File: config.mk
export PLATFORM = sky130hd
export DESIGN_NAME = uart_rx_frame
export DESIGN_NICKNAME = d
export VERILOG_FILES = /design/src/rtl/uart_pkg.sv /design/src/rtl/uart_rx_frame_sync_2ff.sv /design/src/rtl/uart_rx_frame.sv
export SDC_FILE = /design/constraint.sdc
export NUM_CORES = 1
export LEC_CHECK = 0
export CAP_MARGIN = 20
export CORE_MARGIN = 1.5
export CORE_UTILIZATION = 45
export DETAILED_ROUTE_END_ITERATION = 8
export HOLD_SLACK_MARGIN = 0.06
export PLACE_DENSITY = 0.68
export SLEW_MARGIN = 25
export SYNTH_ARGS = -nofsm -noshare
export SYNTH_HDL_FRONTEND = slang
export SYNTH_SLANG_ARGS = --single-unit
File: constraint.sdc
create_clock -name i_clk -period 1.7 [get_ports i_clk]
set_input_delay 0.34 -clock i_clk [delete_from_list [all_inputs] [get_ports i_clk]]
set_output_delay 0.34 -clock i_clk [all_outputs]
set_load 0.05 [all_outputs]
File: src/rtl/uart_pkg.sv
// Shared UART types and defaults for the ALU command path.
// Receiver FSM states and default frame geometry.
package uart_pkg;

   typedef enum logic [2:0] {
      IDLE,
      START,
      DATA,
      PARITY,
      STOP,
      BREAK
   } rx_state_t;

   localparam int DEF_OVERSAMPLE = 16;
   localparam int DEF_DATA_BITS  = 8;

endpackage

File: src/rtl/uart_rx_frame_sync_2ff.sv
// Double-flop synchronizer with a parameterized reset value.
// Used to bring the asynchronous serial line into the i_clk domain.
module sync_2ff #(
   parameter int               WIDTH   = 1,
   parameter logic [WIDTH-1:0] RST_VAL = '1
) (
   input  logic             i_clk,
   input  logic             i_reset,
   input  logic [WIDTH-1:0] d,
   output logic [WIDTH-1:0] q
);

   logic [WIDTH-1:0] meta;

   always_ff @(posedge i_clk) begin
      if (i_reset) begin
         meta <= RST_VAL;
         q    <= RST_VAL;
      end else begin
         meta <= d;
         q    <= meta;
      end
   end

endmodule

File: src/rtl/uart_rx_frame.sv
// 16x oversampled UART receiver, 8N1 by default.
// Define UART_RX_PARITY_EN to add a parity bit (8E1/8O1).
module uart_rx_frame
   import uart_pkg::*;
#(
   parameter int DATA_BITS  = DEF_DATA_BITS,
   parameter int OVERSAMPLE = DEF_OVERSAMPLE,
   parameter int SB_TICKS   = 16,
   parameter bit PARITY_ODD = 1'b0
) (
   input  logic                 i_clk,
   input  logic                 i_reset,
   input  logic                 i_tick,
   input  logic                 i_rx,
   output logic [DATA_BITS-1:0] o_data,
   output logic                 o_rx_done,
   output logic                 o_frame_err,
   output logic                 o_parity_err
);

   localparam int S_W = $clog2(OVERSAMPLE);
   localparam int N_W = $clog2(DATA_BITS);

`ifdef UART_RX_PARITY_EN
   localparam bit PAR_EN = 1'b1;
`else
   localparam bit PAR_EN = 1'b0;
`endif

   localparam logic [S_W-1:0] S_HALF = S_W'(OVERSAMPLE / 2 - 1);
   localparam logic [S_W-1:0] S_LAST = S_W'(OVERSAMPLE - 1);
   localparam logic [S_W-1:0] S_STOP = S_W'(SB_TICKS - 1);
   localparam logic [N_W-1:0] N_LAST = N_W'(DATA_BITS - 1);

   rx_state_t            state_q, state_d;
   logic [S_W-1:0]       s_q, s_d;
   logic [N_W-1:0]       n_q, n_d;
   logic [DATA_BITS-1:0] b_q, b_d;
   logic [DATA_BITS-1:0] data_q, data_d;
   logic                 par_q, par_d;
   logic                 done_q, done_d;
   logic                 ferr_q, ferr_d;
   logic                 perr_q, perr_d;
   logic                 rx_s;

   sync_2ff #(
      .WIDTH   (1),
      .RST_VAL (1'b1)
   ) u_sync (
      .i_clk   (i_clk),
      .i_reset (i_reset),
      .d       (i_rx),
      .q       (rx_s)
   );

   always_ff @(posedge i_clk) begin
      if (i_reset) begin
         state_q <= IDLE;
         s_q     <= '0;
         n_q     <= '0;
         b_q     <= '0;
         data_q  <= '0;
         par_q   <= 1'b0;
         done_q  <= 1'b0;
         ferr_q  <= 1'b0;
         perr_q  <= 1'b0;
      end else begin
         state_q <= state_d;
         s_q     <= s_d;
         n_q     <= n_d;
         b_q     <= b_d;
         data_q  <= data_d;
         par_q   <= par_d;
         done_q  <= done_d;
         ferr_q  <= ferr_d;
         perr_q  <= perr_d;
      end
   end

   always_comb begin
      state_d = state_q;
      s_d     = s_q;
      n_d     = n_q;
      b_d     = b_q;
      data_d  = data_q;
      par_d   = par_q;
      done_d  = 1'b0;
      ferr_d  = 1'b0;
      perr_d  = 1'b0;
      unique case (state_q)
         IDLE: begin
            // Start edge is taken immediately, not on a tick
            if (!rx_s) begin
               state_d = START;
               s_d     = '0;
            end
         end
         START: begin
            if (i_tick) begin
               if (s_q == S_HALF) begin
                  s_d     = '0;
                  n_d     = '0;
                  state_d = rx_s ? IDLE : DATA;
               end else begin
                  s_d = s_q + S_W'(1);
               end
            end
         end
         DATA: begin
            if (i_tick) begin
               if (s_q == S_LAST) begin
                  s_d = '0;
                  b_d = {rx_s, b_q[DATA_BITS-1:1]};
                  if (n_q == N_LAST) begin
                     state_d = PAR_EN ? PARITY : STOP;
                  end else begin
                     n_d = n_q + N_W'(1);
                  end
               end else begin
                  s_d = s_q + S_W'(1);
               end
            end
         end
         PARITY: begin
            if (i_tick) begin
               if (s_q == S_LAST) begin
                  par_d   = rx_s;
                  s_d     = '0;
                  state_d = STOP;
               end else begin
                  s_d = s_q + S_W'(1);
               end
            end
         end
         STOP: begin
            if (i_tick) begin
               if (s_q == S_STOP) begin
                  if (rx_s) begin
                     data_d  = b_q;
                     done_d  = 1'b1;
                     perr_d  = PAR_EN &&
                               (par_q != (^b_q ^ PARITY_ODD));
                     state_d = IDLE;
                  end else begin
                     ferr_d  = 1'b1;
                     state_d = BREAK;
                  end
               end else begin
                  s_d = s_q + S_W'(1);
               end
            end
         end
         BREAK: begin
            // Hold off until the line is released high
            if (i_tick && rx_s) begin
               state_d = IDLE;
            end
         end
         default: state_d = IDLE;
      endcase
   end

   assign o_data       = data_q;
   assign o_rx_done    = done_q;
   assign o_frame_err  = ferr_q;
   assign o_parity_err = perr_q;

endmodule

# Word level (Yosys, flattened, before mapping)
# Cells that the tools add are included.
totals:
  register_bits: 30
  latchBits: 0
  mem_bits_rw: 0
  rom_bits: 0
  input_bits: 4
  output_inout_bits: 11
  wordCells: 77
  mem_count: 0
op_classes:
  addsub: 2
  n_mul: 0
  div_mod_pow: 0
  order_cmp: 0
  eq_ne: 22
  n_shift: 0
  muxes: 30
  bitwise_logic: 3
  reduce_logical: 11
ops:
  columns: ["op", "n"]
  rows:
  - ["two-way mux 3 bit", 17]
  - ["two-way mux 4 bit", 7]
  - ["!= test 2 bit, second input constant", 13]
  - ["case mux 3 bit (6 select lines)", 1]
  - ["case mux 4 bit (4 select lines)", 1]
  - ["AND reduction 6 bit", 2]
  - ["AND reduction 11 bit", 1]
  - ["== test 3 bit, second input constant", 3]
  - ["== test 3 x 2 -> 1 bit, second input constant", 2]
  - ["case mux 3 bit (2 select lines)", 1]
  - ["adder 4 x 1 -> 4 bit, second input constant", 1]
  - ["== test 4 x 3 -> 1 bit, second input constant", 1]
  - ["== test 4 bit, second input constant", 1]
  - ["AND reduction 4 bit", 1]
  - ["nonzero test 4 bit", 1]
  - ["OR reduction 4 bit", 1]
  - ["adder 3 x 1 -> 3 bit, second input constant", 1]
  - ["== test 3 x 1 -> 1 bit, second input constant", 1]
  - ["logical NOT 3 bit", 1]
  - ["inverter 1 bit", 3]
  - ["AND reduction 3 bit", 1]
  - ["two-way mux 1 bit", 2]
  - ["two-way mux 2 bit", 1]
  - ["!= test 2 x 1 -> 1 bit, second input constant", 1]
  - ["other kinds (3)", 3]

# Depth between registers and ports, before layout
depth:
  depth_word: 5
  mapped_depth: 7
  depth_no_buf: 7

# By module
# Synthesis repeated with hierarchy kept, for this count alone.
unflattened:
  cells_unflattened: 142
  area_unflattened_um2: 1367.6
by_module_without_submodules:
  columns: ["module", "instances", "cells_per_inst", "area_per_inst_um2", "seq_area_each_um2"]
  rows:
  - ["uart_rx_frame", 1, 138, 1315.0, 560.5]
  - ["sync_2ff", 1, 4, 52.6, 40.0]

# Worst setup path before layout
# Ideal clock, no wire load.
synth_path:
  path_type: "reg-to-reg"
  startpoint: "register s_q[0]"
  endpoint: "register state_q[0]"
  setup_time_ps: 71
  t_arrival_ps: 1760
  t_required_ps: 1629
  slack_ps: -130
  path_stages_with_launch: 7
  path_buffers: 0
  synth_period_minus_slack_ps: 1830
  path_cell_list: "dfxtp_1 ha_1 nand3_1 a2111oi_0 a311o_1 mux2_2 a21oi_1"
synth_between:
  elab_chain_len: 3
  word_cells_on_any_way: 7
  cone_classes: "eq/ne (6); reduce/logical (1)"
synth_rtl:
  columns: ["element", "line_no", "source"]
  rows:
  - ["from (decl)", "uart_rx_frame.sv:36", "logic [S_W-1:0] s_q, s_d;"]
  - ["from (signal assigned)", "uart_rx_frame.sv:59", "s_q <= '0;"]
  - ["from (signal assigned)", "uart_rx_frame.sv:69", "s_q <= s_d;"]
  - ["== test 4 bit / == test 4 x 3 -> 1 bit (equally long branches)", null, null]
  - ["!= test 2 bit (no line)", null, null]
  - ["AND reduction 11 bit (no line) (*)", null, null]
  - ["to (signal assigned)", "uart_rx_frame.sv:68", "state_q <= state_d;"]
  - ["to (decl)", "uart_rx_frame.sv:35", "rx_state_t state_q, state_d;"]
# Every way passes the cells marked *; elsewhere a longest branch is shown, timed or not.
# A chain may end at the register's enable or synchronous reset.

# Worst setup path in the final report
# Same ends and word-level chain as after synthesis.

==> impl_results.md <==
- Status: complete, no violations
- Peak supply drop: 0.6504 mV
- Register area: 616.8 µm²
- Max Slew Vio Count: 0
- WHS: 0.4110 ns
- Highest Clock Rate: 0.6034 GHz
- Number of CTS-inserted buffers: 5
- Clk buf depth: 2
- Total of max-cap violations: 0
- Main synth FF type: dfxtp_1
- RSZ-0062 raised after global routing: true
- FFs w/ async S/R, synth: 0
- Worst-path clk slew: 0.11 ns
- All-Layer GR Usage: 0.2015
- H-Tree Depth: 2
- CP Capture Type: register
- Vias: 1241
- Dpl ws: -0.3710 ns
- Worst Hold Class: reg2reg
- Crit-path max FO: 5
- Fraction of layout cells with a size suffix above 1: 0.3673
- Clock Sinks: 30
- Starting Density: 0.4878
- Worst Hold Launch: u_sync.meta
- # diodes: 0
- Vias in the first global route: 1202
- Via density: 5.467
- Warnings, synthesis: 0
- Final period util: 0.9748
- Mean Syn Cell Area: 8.904 µm²
- Setup Skew: 0.01587 ns
- GR Overflow Total: 0
- Most frequent cells in the layout: buf_4 (39), nor2_1 (25), dfxtp_1 (23)
- Largest net degree at the start of global routing: 12
- Reg-to-Reg Start: s_q[0]
- Hold_buf cts: 0
- Port bufs: 13
- Root Driver: clkbuf_4
- Cell Rows: 19
- Skew-Pair Late Insertion Delay: 0.33 ns
- Fin crit period: 1.657 ns
- DRC Markers: 0
- Power per cell area: 752.3 nW/µm²
- Post-synthesis sequential area ratio: 0.4352
- CTS tree: yes
- Finished Layout Cells: 227
- First-pass GRT wire length: 5202 µm
- Synth Register Bits: 30
- Layout Area Growth over Synthesis: 37.35%
- Drt first pass iters: 4
- Inst Count DP: 218
- Most common cell after layout, fill and taps aside: buf_4
- Yosys cell types: 34
- I/O pin count: 15
- Post-synth top area share: 0.4352
- Top cells by area, synth: dfxtp_1 (44%), mux2i_1 (12%), nor2_1 (7.1%)
- Hold-critical path depth: 1
- Fill count: 235
- Initial antenna violation count: 0
- Final hold violation count: 0
- Synth area leader: dfxtp_1
- Multi-input gate area: 787.0 µm²
- Hold path endpoint: u_sync.q
- Worst r2r path cells: 6
- WP data arrival: 1.93 ns
- Die area: 3408 µm²
- Critical R2R Capture: state_q[0]
- Setup WS post-layout: 0.04283 ns
- Critical Path RT: 1.97 ns
- Final setup fails: 0
- Global placement routability congestion: 0.9139
- CP Class: reg2reg
- Final WL: 3056 µm
- Iter 0 DRT Violations: 56
- Fin nets: 203
- Final Total Pwr: 0.001426 W
- Crit start category: register
- Netlist Area Pre-Place: 1380 µm²
- Core area: 2829 µm²
- Number of flops mapped to enable cells by yosys: 0
- HPWL after DPL: 2223 µm
- Flop2flop setup slack: 0.04 ns
- Antenna-violating nets left: 0
- Mapped Nets: 162
- Leakage: 0.8328 nW
- Routed length per placed instance: 13.46 µm
- Chip Height: 58.38 µm
- Die W: 58.38 µm
- Mapped Cells: 155
repair_timing:
| action | in CTS | in global routing |
|---|---|---|
| buffers inserted | 1 | 1 |
| pin swaps | 1 | 6 |
| setup endpoints to repair | 5 | 10 |
| resized for setup | 8 | 13 |
synth_stat cells (2+ instances only):
cell / n
o22ai_1: 2
clkbuf_1: 5
or4_1: 2
nand2b_1: 3
nor3_1: 2
mux2i_1: 17
dfxtp_1: 30
a21oi_1: 10
nor2_1: 26
o21ai_0: 5
a311o_1: 2
nand2_1: 9
nand4_1: 3
a31oi_1: 2
or3_1: 3
nand3_1: 6
or2_2: 3
buf_2: 3
inv_1: 5
ha_1: 3
registers in the layout (all words and copies together) (netlist names):
name and count:
state_q 3, n_q 3, o_data 8, o_rx_done 1, b_q 8, u_sync.q 1, o_frame_err 1, s_q 4
u_sync.meta 1
worst max path at each step:
stage	from	slack, ns	cells past startpoint	to
after global routing	state_q[2]	-0.02	7	b_q[2]
after global placement	i_tick	-0.33	6	state_q[0]
final	s_q[0]	0.04	6	state_q[0]
after CTS	s_q[1]	0.03	7	state_q[0]
after floorplan	n_q[0]	0.01	6	n_q[0]
after detailed placement	i_tick	-0.37	6	state_q[0]
area by class of cell:
type,count,area share
tap,31,0.02046
sequential,30,0.3254
multi-input combinational,110,0.4152
clock buffer,6,0.02706
clock inverter,1,0.01584
timing repair buffer,44,0.1861
inverter,5,0.009901
through the flow:
| stage | instance area [µm²] | utilization | TNS (ns) |
|---|---|---|---|
| after CTS | 1844 | 0.6519 | 0 |
| after global placement | 1733 | 0.6126 | -4.339 |
| after detailed placement | 1733 | 0.6126 | -5.572 |
| after global routing | 1896 | 0.6701 | -0.04619 |
| final | 1896 | 0.6701 | 0 |
| after floorplan | 1411 | - | 0 |
logic make-up after synthesis:
family                   synth area share
XOR/XNOR                          0.01179
AND/OR/NAND/NOR                    0.2348
multiplexers                       0.1315
other                            0.002717
AO/OA/AOI/OAI                      0.1052
adder cells (fa/ha/maj)           0.02720
buffers and inverters             0.05168
flip-flops                         0.4352
where the power goes:
part | switching (W) | internal [W]
registers | 0.00000935 | 0.000704
logic | 0.0000642 | 0.0000608
clock network | 0.000246 | 0.000342
routing by layer:
metal  part of all wire  GRT usage
met5                  0          0
met4             0.0082    0.09302
met1               0.42     0.2242
met3              0.052    0.05934
met2               0.52     0.3515
worst max-delay path, cell delays in order (launching register included):
cell and delay [ns]:
dfxtp_2 0.36, ha_4 0.18, nand3_4 0.08, a2111oi_2 0.33, a311o_1 0.21, mux2_4 0.31
a21oi_1 0.13
Power figures use the tool's default switching activity.
